$ cat src/rtl/timer_counter.sv
// timer_counter: register-mapped down-counter with one-shot / auto-reload modes and a maskable irq.
// Define TIMER_COUNTER_PRESCALE_EN to add the 8-bit tick prescaler at addr 3.
module timer_counter #(
    parameter int CNT_W = 32
) (
    input  logic        clk,
    input  logic        reset,
    input  logic [1:0]  addr,
    input  logic        we,
    input  logic [31:0] datain,
    output logic [31:0] dataout,
    output logic        irq,
    output logic [1:0]  dbg_state
);

    typedef enum logic [1:0] {
        IDLE = 2'd0,
        LOAD = 2'd1,
        CNT  = 2'd2,
        INT  = 2'd3
    } state_t;

    localparam logic [1:0] ADDR_CTRL     = 2'd0;
    localparam logic [1:0] ADDR_PRESET   = 2'd1;
    localparam logic [1:0] ADDR_COUNT    = 2'd2;
    localparam logic [1:0] ADDR_PRESCALE = 2'd3;

    state_t           state_q, state_d;
    logic             en_q, en_d;
    logic [1:0]       mode_q, mode_d;
    logic             im_q, im_d;
    logic [CNT_W-1:0] preset_q, preset_d;
    logic [CNT_W-1:0] count_q, count_d;
    logic             irq_flag_q, irq_flag_d;
    logic             irq_q, irq_d;

    logic ctrl_wr;
    logic preset_wr;
    logic tick;
    logic terminal;
    logic auto_reload;

    assign ctrl_wr   = we && (addr == ADDR_CTRL);
    assign preset_wr = we && (addr == ADDR_PRESET);

`ifdef TIMER_COUNTER_PRESCALE_EN
    logic [7:0] prescale_q, prescale_d;
    logic [7:0] div_q, div_d;

    // >= rather than == so a smaller PRESCALE written mid-count cannot make the divider wrap.
    assign tick = (div_q >= prescale_q);

    always_comb begin
        prescale_d = prescale_q;
        div_d      = 8'd0;
        if (we && (addr == ADDR_PRESCALE)) begin
            prescale_d = datain[7:0];
        end
        if ((state_q == CNT) && (state_d == CNT) && !tick) begin
            div_d = div_q + 8'd1;
        end
    end

    always_ff @(posedge clk or negedge reset) begin
        if (!reset) begin
            prescale_q <= 8'd0;
            div_q      <= 8'd0;
        end else begin
            prescale_q <= prescale_d;
            div_q      <= div_d;
        end
    end
`else
    assign tick = 1'b1;
`endif

    assign terminal = tick && (count_q <= CNT_W'(1));

    // Register writes are applied first; the FSM then reacts to the post-write EN so that
    // a same-cycle disable beats a terminal tick.
    always_comb begin
        en_d        = ctrl_wr ? datain[0] : en_q;
        mode_d      = ctrl_wr ? datain[2:1] : mode_q;
        im_d        = ctrl_wr ? datain[3] : im_q;
        preset_d    = preset_wr ? datain[CNT_W-1:0] : preset_q;
        count_d     = count_q;
        state_d     = state_q;
        irq_flag_d  = irq_flag_q;
        auto_reload = (mode_d == 2'd1);

        if ((state_q != IDLE) && !en_d) begin
            state_d = IDLE;
        end else begin
            case (state_q)
                IDLE: begin
                    if (en_q) begin
                        state_d = LOAD;
                    end
                end
                LOAD: begin
                    count_d = preset_q;
                    state_d = CNT;
                end
                CNT: begin
                    if (terminal) begin
                        count_d    = '0;
                        state_d    = INT;
                        irq_flag_d = 1'b1;
                    end else if (tick) begin
                        count_d = count_q - CNT_W'(1);
                    end
                end
                INT: begin
                    if (auto_reload) begin
                        state_d    = LOAD;
                        irq_flag_d = 1'b0;
                    end else begin
                        state_d = IDLE;
                        if (!ctrl_wr) begin
                            en_d = 1'b0;
                        end
                    end
                end
                default: begin
                    state_d = IDLE;
                end
            endcase
        end

        if (ctrl_wr || preset_wr) begin
            irq_flag_d = 1'b0;
        end
        // Built from next-state values so irq tracks irq_flag & IM with no extra cycle.
        irq_d = irq_flag_d & im_d;
    end

    always_ff @(posedge clk or negedge reset) begin
        if (!reset) begin
            state_q    <= IDLE;
            en_q       <= 1'b0;
            mode_q     <= 2'd0;
            im_q       <= 1'b0;
            preset_q   <= '0;
            count_q    <= '0;
            irq_flag_q <= 1'b0;
            irq_q      <= 1'b0;
        end else begin
            state_q    <= state_d;
            en_q       <= en_d;
            mode_q     <= mode_d;
            im_q       <= im_d;
            preset_q   <= preset_d;
            count_q    <= count_d;
            irq_flag_q <= irq_flag_d;
            irq_q      <= irq_d;
        end
    end

    always_comb begin
        dataout = 32'd0;
        case (addr)
            ADDR_CTRL:   dataout = {28'd0, im_q, mode_q, en_q};
            ADDR_PRESET: dataout = 32'(preset_q);
            ADDR_COUNT:  dataout = 32'(count_q);
            ADDR_PRESCALE: begin
`ifdef TIMER_COUNTER_PRESCALE_EN
                dataout = {24'd0, prescale_q};
`else
                dataout = 32'd0;
`endif
            end
            default: dataout = 32'd0;
        endcase
    end

    assign irq       = irq_q;
    assign dbg_state = state_q;

endmodule

$ cat config.mk
export PLATFORM = sky130hd
export DESIGN_NAME = timer_counter
export DESIGN_NICKNAME = d
export VERILOG_FILES = /design/src/rtl/timer_counter.sv
export SDC_FILE = /design/constraint.sdc
export NUM_CORES = 1
export LEC_CHECK = 0
export CAP_MARGIN = 15
export CORE_MARGIN = 2
export CORE_UTILIZATION = 56
export CTS_BUF_LIST = sky130_fd_sc_hd__clkbuf_2 sky130_fd_sc_hd__clkbuf_4 sky130_fd_sc_hd__clkbuf_8
export DETAILED_ROUTE_END_ITERATION = 6
export PLACE_DENSITY_LB_ADDON = 0.05
export SKIP_LAST_GASP = 1
export SYNTH_ARGS = -nofsm -noshare
export SYNTH_HDL_FRONTEND = slang
export SYNTH_SLANG_ARGS = --single-unit
$ cat constraint.sdc
create_clock -name clk -period 3.3 [get_ports clk]
set_clock_uncertainty 0.2 [all_clocks]
set_input_delay 0.825 -clock clk [delete_from_list [all_inputs] [get_ports clk]]
set_output_delay 0.825 -clock clk [all_outputs]
set_load 0.03 [all_outputs]
After elaboration in Yosys (flattened, before gate mapping). Index checks and enable logic that the tools add are counted.

Add/subtract/negate cells: 1. $lt $le $gt $ge: 1. Equality and inequality tests: 9. Mux-type cells: 20. Bitwise operators: 2. Reductions and logical operators: 11.

Operator list (count): 32-bit case mux with 4 select lines (1); 32-bit case mux with 2 select lines (1); 32-bit by 1-bit less-or-equal comparator with 1-bit output, second input constant (1); 32-bit 2-to-1 mux (1); 32-bit by 1-bit subtractor with 32-bit output, second input constant (1); 1-bit 2-to-1 mux (11); 2-bit == test, second input constant (4); 2-bit 2-to-1 mux (4); 2-bit case mux with 4 select lines (1); 2-bit by 1-bit == test with 1-bit output, second input constant (3); 3-bit != test, second input constant (2); 2-bit zero test (2); 2-bit AND reduction (2); 2-bit nonzero test (2); 1-bit logical AND (3); 1-bit case mux with 2 select lines (1); 1-bit bitwise AND (1); 1-bit zero test (1); 1-bit logical OR (1); 1-bit NOT (1).

Register bits: 72. Bits of input ports: 37. Word-level logic and storage cells: 52.

Longest topological paths before layout. Gate-level depths: netlist of run 1.

Depth after elaboration: 9. Depth in mapped cells: 9. Mapped depth without buffers: 7.

Least setup slack after synthesis of run 1. Ideal clock, no wire load.

Path kind: input to output. From: input port addr[1]. To: output port dataout[10]. Data arrival time: 2083 ps. Slack: 192 ps. Cell stages on the path: 5. Buffers on the path: 2. Cells stage by stage: buf_2 > inv_1 > nor2_1 > clkbuf_1 > a22o_1.

Word-level cells in the longest chain between the ends: 2. Elaborated cells on any way between the ends: 5. Classes of those cells: eq/ne (3); mux (1); reduce/logical (1).

Ends and longest elaborated chain: start, declared (RTL line 8) `input logic [1:0] addr,`; 2-bit == test, or another cell as far along (RTL line 161) `case (addr)`; 32-bit case mux with 4 select lines * (RTL line 161); end, declared (RTL line 11) `output logic [31:0] dataout,`.

Mark *: on every way between the ends. The rest lies on a longest branch, timed or not.

Worst setup path after layout of run 1.
From: input port addr[0]. To: output port dataout[14].

The elaborated chain is that of the path after synthesis.

==> results.ini, run 1 <==
[outcome]
status=complete, no violations

[yosys]
ys.flop_type=dfrtp_1
postSynth.asyncResetShare_pct=100
synth_edf_count=0
synth_cell_type_count=63
synth_top_area_share_pct=40.1
syn_area_per_cell_um2=9.70
yosys_warnings=0
synth_fp_nets=506
seq_area_frac_synth_pct=40.1
synthCells=463
ys_ff_latch=72
netlist_area_um2=4490
synth_area_leaders=dfrtp_1 40%, mux2_2 8.0%, a22o_1 5.9%
post-synth-top-area-cell=dfrtp_1

[setup_path]
cp.arrival_ns=2.21
r2r_cells=5
crit_path_start=addr[0]
path_cells=clkdlybuf4s50_1 > buf_4 > nor2_2 > buf_6 > a22o_1 > buf_4
reg2reg_slack_ns=0.41
path_max_fanout=15
cp.required_ns=2.27
cp-start-kind=input port
crit_buf_inv=4
r2r_end=count_q[5]
crit_slowest_cell=clkdlybuf4s50_1
r2r-start=count_q[25]
crit_cells=6
crit_top_cell=buf_4
crit_family=buffers and inverters
path_class=input port to output pin
endpoint=dataout[14]
critPathCaptureType=output pin
cpPeakStageDelay_ns=0.46

[finish]
fin_cells=634
areaGrowthSynthToFinish_pct=23.4
layout.nets=570
layout_common_cells=72 x dfrtp_1, 53 x buf_4, 38 x nand2_1
antenna_cells=0
drive_gt1_share_pct=24.1
layout_commonest_cell=dfrtp_1
n_fill_cell=604

[grt]
grt_util_all_layers_pct=28.7
grt.overflow.total=0
antenna_found_initial=0
grt_max_degree=62
grt_pass1_wl_um=19900
grt_pass1_vias=3974

[clocking]
htreeDepth=3
root_buffer=clkbuf_8
cts_hold_buf=0
cts_setup_buffers=0
cts.path.max_buffers=2
cts_made_buffers=9
cts.clk_slew.worst_paths_ns=0.09
insertion_delay_ns=0.36
cts_sinks=72
cts_tree=done

[die]
core-area_um2=7730
start_util_pct=58.1
dieArea_um2=8750
rows=32
die_width_um=93.5
num_io_pins=72
die_y_um=93.5

[job]
cap_violations=0

[placed_design]
dp_hpwl_um=8370
gp_congestion=0.876
place_inst=618
port_buffers=71

[sta]
setup_viol=0
period_needed_ns=3.24
hold_violations=0
timing.final.max_slew_violations=0
grt_setup_unrepaired=no
relSlewSlack_pct=54.6
post-route-period-util_pct=98.1
setup-tns-final_ns=0
tightest_slew_ns=0.680
max_freq_mhz=309

[route]
post-route-drc-count=0
drt-initial-drc-count=320
via_per_inst=6.47
ant_nets=0
dr.pass1.iters=5
wl_um=12000
wire_per_inst_um=19.0
vias=4103

[min_path]
hp-class=input port to asynchronous set/reset pin

[power]
ir_worst_vdd_uv=396
p_per_area_nw_per_um2=828
leakage_nw=2.32

-- cell families after synthesis --
kind of cell	share of synthesized area (%)
compound gates	23.8
fa+ha+maj	1.67
buf+inv	6.52
flops	40.1
mux	9.14
simple gates	18.8
-- synth_stat cells (6+ instances only) --
library cell	count
a41oi_1	8
clkbuf_1	24
nor4_1	8
o22ai_1	15
buf_2	12
a31oi_1	24
nor2b_1	18
o221ai_1	11
a22o_1	30
o21ai_0	10
dfrtp_1	72
ha_1	6
mux2_2	32
inv_1	22
nor2_1	15
nand2_1	38
or4_1	7
nand4_1	8
a22oi_1	8
nor3_1	12
-- metrics by stage --
step / setup WS, ns / cell area, um2 / hold slack (ns) / util, % / total power, mW
after CTS: 0.0231 / 5530 / 0.313 / 71.6 / 4.57
after global placement: 0.0826 / 5270 / 0.285 / 68.2 / 3.57
final: 0.0641 / 5540 / 0.291 / 71.7 / 4.59
after global routing: 0.00947 / 5540 / 0.339 / 71.7 / 4.88
after floorplan: 0.192 / 4490 / 0.258 / - / 3.05
after detailed placement: 0.0611 / 5270 / 0.293 / 68.2 / 3.65
-- area by class of cell --
type	instances	area (um2)	area share (%)
clock buffers	12	159	2.87
clock inverters	4	98.8	1.78
inverters	22	82.6	1.49
multi-input cells	325	2400	43.4
flip-flops and latches	72	1800	32.5
well taps	102	128	2.30
repair buffers	97	868	15.7
-- state kept, by name, summed over array words and instances (netlist names) --
register / cells
en_q: 1
irq: 1
irq_flag_q: 1
preset_q: 32
dbg_state: 2
count_q: 32
im_q: 1
mode_q: 2
-- worst reg2reg max path, cell delays in order, from the launching register on --
cell and delay, ns:
dfrtp_1 0.43, nor4_1 0.48, nand2_1 0.17, or4_1 0.72, nand2_1 0.55, o221ai_1 0.20
-- routing by layer --
metal / up-vias / routed length [um] / GRT usage [%]
li1: 1900 / - / -
met1: 2021 / 5430 / 40.0
met2: 162 / 5670 / 45.7
met3: 20 / 730 / 5.48
met4: 0 / 187 / 8.70
met5: - / 0 / 0
-- how the worst min path moves through the flow --
stage / endpoint / slack [ns] / depth (start not counted)
floorplan: mode_q[1] / 0.26 / 2
global placement: irq_flag_q / 0.28 / 1
detailed placement: irq_flag_q / 0.29 / 1
CTS: irq / 0.31 / 1
global route: irq_flag_q / 0.34 / 1
finish: im_q / 0.29 / 1
-- timing repair --
| action | in CTS | in global routing |
|---|---|---|
| endpoints found under the hold margin | 0 | 0 |
| gates resized for setup | 0 | 3 |
| endpoints found under the setup margin | 0 | 28 |
-- where the power goes --
group	internal (mW)	switching [mW]	total, mW
registers	1.17	0.393	1.56
logic	0.888	1.23	2.12
clock network	0.555	0.353	0.909
Power figures use the tool's default switching activity.
==> inputs of run 2 (changes only) <==
--- a/config.mk
+++ b/config.mk
@@ -7,7 +7,7 @@
 export LEC_CHECK = 0
 export CAP_MARGIN = 15
 export CORE_MARGIN = 2
-export CORE_UTILIZATION = 56
+export CORE_UTILIZATION = 60
 export CTS_BUF_LIST = sky130_fd_sc_hd__clkbuf_2 sky130_fd_sc_hd__clkbuf_4 sky130_fd_sc_hd__clkbuf_8
 export DETAILED_ROUTE_END_ITERATION = 6
 export PLACE_DENSITY_LB_ADDON = 0.05
==> constraint.sdc (replaced) <==
create_clock -name clk -period 4.1 [get_ports clk]
set_clock_uncertainty 0.2 [all_clocks]
set_input_delay 1.025 -clock clk [delete_from_list [all_inputs] [get_ports clk]]
set_output_delay 1.025 -clock clk [all_outputs]
set_load 0.03 [all_outputs]
==> run 2 against run 1 <==
Against the previous run: critical path depth fell by 1; cell area down 2.8%; routed wire length decreased by 0.77%; worst setup slack gained 0.34 ns; sequential power shrank 19%; non-clock buffer count down 13; hold slack better by 0.0056 ns; register-to-register slack better by 0.47 ns; largest power group unchanged; highest routed layer unchanged.
==> results.ini, run 2 (synthesis results as in run 1) <==
[sta]
grt_setup_unrepaired=no
setup-tns-final_ns=0  ; unchanged
tightest_slew_ns=0.878  ; +0.197 ns
hold_violations=0  ; unchanged
post-route-period-util_pct=90.2
fin_worst_hold_slack_ns=0.296  ; +0.00564 ns
max_freq_mhz=270
setup_viol=0  ; unchanged
relSlewSlack_pct=41.4  ; -13 points
period_needed_ns=3.70
timing.final.max_slew_violations=0  ; unchanged

[grt]
grt_pass1_wl_um=19800  ; -0.45%
busiest_layer=met2
grt.overflow.total=0  ; unchanged
antenna_found_initial=0  ; unchanged
use_met3_pct=3.92  ; -1.6 points
use_met1_pct=40.9  ; +0.86 points
grt_util_met2_pct=47.0  ; +1.3 points
grt_max_degree=43  ; -31%
grt_pass1_vias=3997  ; +0.58%
grt_util_all_layers_pct=29.4  ; +0.66 points

[route]
wire_per_inst_um=19.3  ; +2.0%
wl_um=11900  ; -0.77%
vias=4166  ; +1.5%
dr.pass1.iters=5  ; unchanged
ant_nets=0  ; unchanged
drt-initial-drc-count=257  ; -20%
post-route-drc-count=0  ; unchanged
via_per_inst=6.75  ; +4.3%

[outcome]
status=complete, no violations

[setup_path]
cpPeakStageDelay_ns=0.61  ; +0.15 ns
critPathCaptureType=output pin
crit_family=buffers and inverters
crit_top_cell=buf_4
cp.arrival_ns=2.47  ; +0.26 ns
crit_buf_inv=3  ; -1
path_max_fanout=16  ; +1
path_cells=clkdlybuf4s50_1 > nor2b_2 > buf_4 > a22o_1 > buf_4
cp.required_ns=2.87  ; +0.60 ns
path_class=input port to output pin
cp-start-kind=input port
crit_slowest_cell=clkdlybuf4s50_1

[clocking]
insertion_delay_ns=0.35  ; about the same
cts_setup_buffers=0  ; unchanged
cts_made_buffers=9  ; unchanged
cts-resized-gates=0  ; unchanged
cts_hold_buf=0  ; unchanged
cts_tree=done
cts.path.max_buffers=2  ; unchanged
htreeDepth=3  ; unchanged
cts.clk_slew.worst_paths_ns=0.07  ; -0.02 ns
cts_sinks=72  ; unchanged
root_buffer=clkbuf_8

[finish]
drive_gt1_share_pct=22.0  ; -2.1 points
layout.nets=557  ; -2.3%
ff_latch_area_um2=1800  ; unchanged
layout_commonest_cell=dfrtp_1
multiInputGateArea_um2=2400  ; unchanged
layout_common_cells=72 x dfrtp_1, 43 x buf_4, 38 x nand2_1, 38 x clkdlybuf4s50_1, 32 x mux2_2
antenna_cells=0  ; unchanged
top_regs=count_q: 32 flops, preset_q: 32 flops
fin_cells=617  ; -2.7%
areaGrowthSynthToFinish_pct=19.9
n_fill_cell=546  ; -9.6%

[placed_design]
dp_hpwl_um=8060  ; -3.7%
gp_congestion=0.885  ; +1.1%
place_inst=602  ; -2.6%
port_buffers=71  ; unchanged

[power]
p_per_area_nw_per_um2=665  ; -20%
leakage_nw=2.23  ; -3.9%
ir_worst_vdd_uv=302  ; -24%

[die]
start_util_pct=61.9  ; +3.8 points
die_y_um=90.5  ; -3.2%
die_width_um=90.5  ; -3.2%
core-area_um2=7250  ; -6.1%
dieArea_um2=8190  ; -6.4%
rows=31  ; -3.1%
num_io_pins=72  ; unchanged

[min_path]
hp-class=flip-flop to flip-flop

[job]
cap_violations=0  ; unchanged

## run 2: changes by cell type in the layout (fill, tap and decap cells not counted)
cell | before | now
clkdlybuf4s50_1 | 37 | 38
buf_6 | 2 | 0
bufinv_16 | 3 | 2
dlymetal6s2s_1 | 1 | 0
buf_12 | 3 | 2
clkinv_2 | 0 | 1
buf_4 | 53 | 43
inv_6 | 1 | 0
## run 2: metrics by stage
| step | power, mW | setup WS, ns | cell area (um2) | util, % |
|---|---|---|---|---|
| 5_1_grt | 3.79 | 0.306 | 5380 | 74.2 |
| 2_1_floorplan | 2.45 | 0.592 | 4490 | - |
| 6_report | 3.58 | 0.402 | 5380 | 74.2 |
| 3_3_place_gp | 2.83 | 0.444 | 5160 | 71.1 |
| 3_5_place_dp | 2.90 | 0.412 | 5160 | 71.1 |
| 4_1_cts | 3.55 | 0.421 | 5380 | 74.2 |
## run 2: cell type report
type | instances | share of cell area, %
Sequential cell | 72 | 33.5
Timing Repair Buffer | 84 | 13.9
Multi-Input combinational cell | 325 | 44.6
Clock buffer | 12 | 2.95
Clock inverter | 3 | 1.21
Inverter | 22 | 1.53
Tap cell | 99 | 2.30
## run 2: final timing paths
path / from / to / slack, ns / depth (start not counted)
min: irq_flag_q / irq_flag_q / 0.30 / 1
min in group asynchronous: reset / preset_q[5] / 0.50 / 2
min reg2reg: irq_flag_q / irq_flag_q / 0.30 / 1
max in group asynchronous: reset / preset_q[23] / 2.75 / 2
max: addr[0] / dataout[31] / 0.40 / 5
max reg2reg: count_q[25] / dbg_state[0] / 0.88 / 6
## run 2: where the power goes
| part | internal, mW | total (mW) | switching, mW |
|---|---|---|---|
| clock network | 0.379 | 0.643 | 0.264 |
| registers | 0.943 | 1.27 | 0.326 |
| logic | 0.688 | 1.67 | 0.979 |
| total | 2.01 | 3.58 | 1.57 |
## run 2: metal layers
layer | wire length [um] | up-vias
li1 | - | 1881
met5 | 0 | -
met1 | 5170 | 2061
met4 | 243 | 0
met2 | 5730 | 202
met3 | 784 | 22
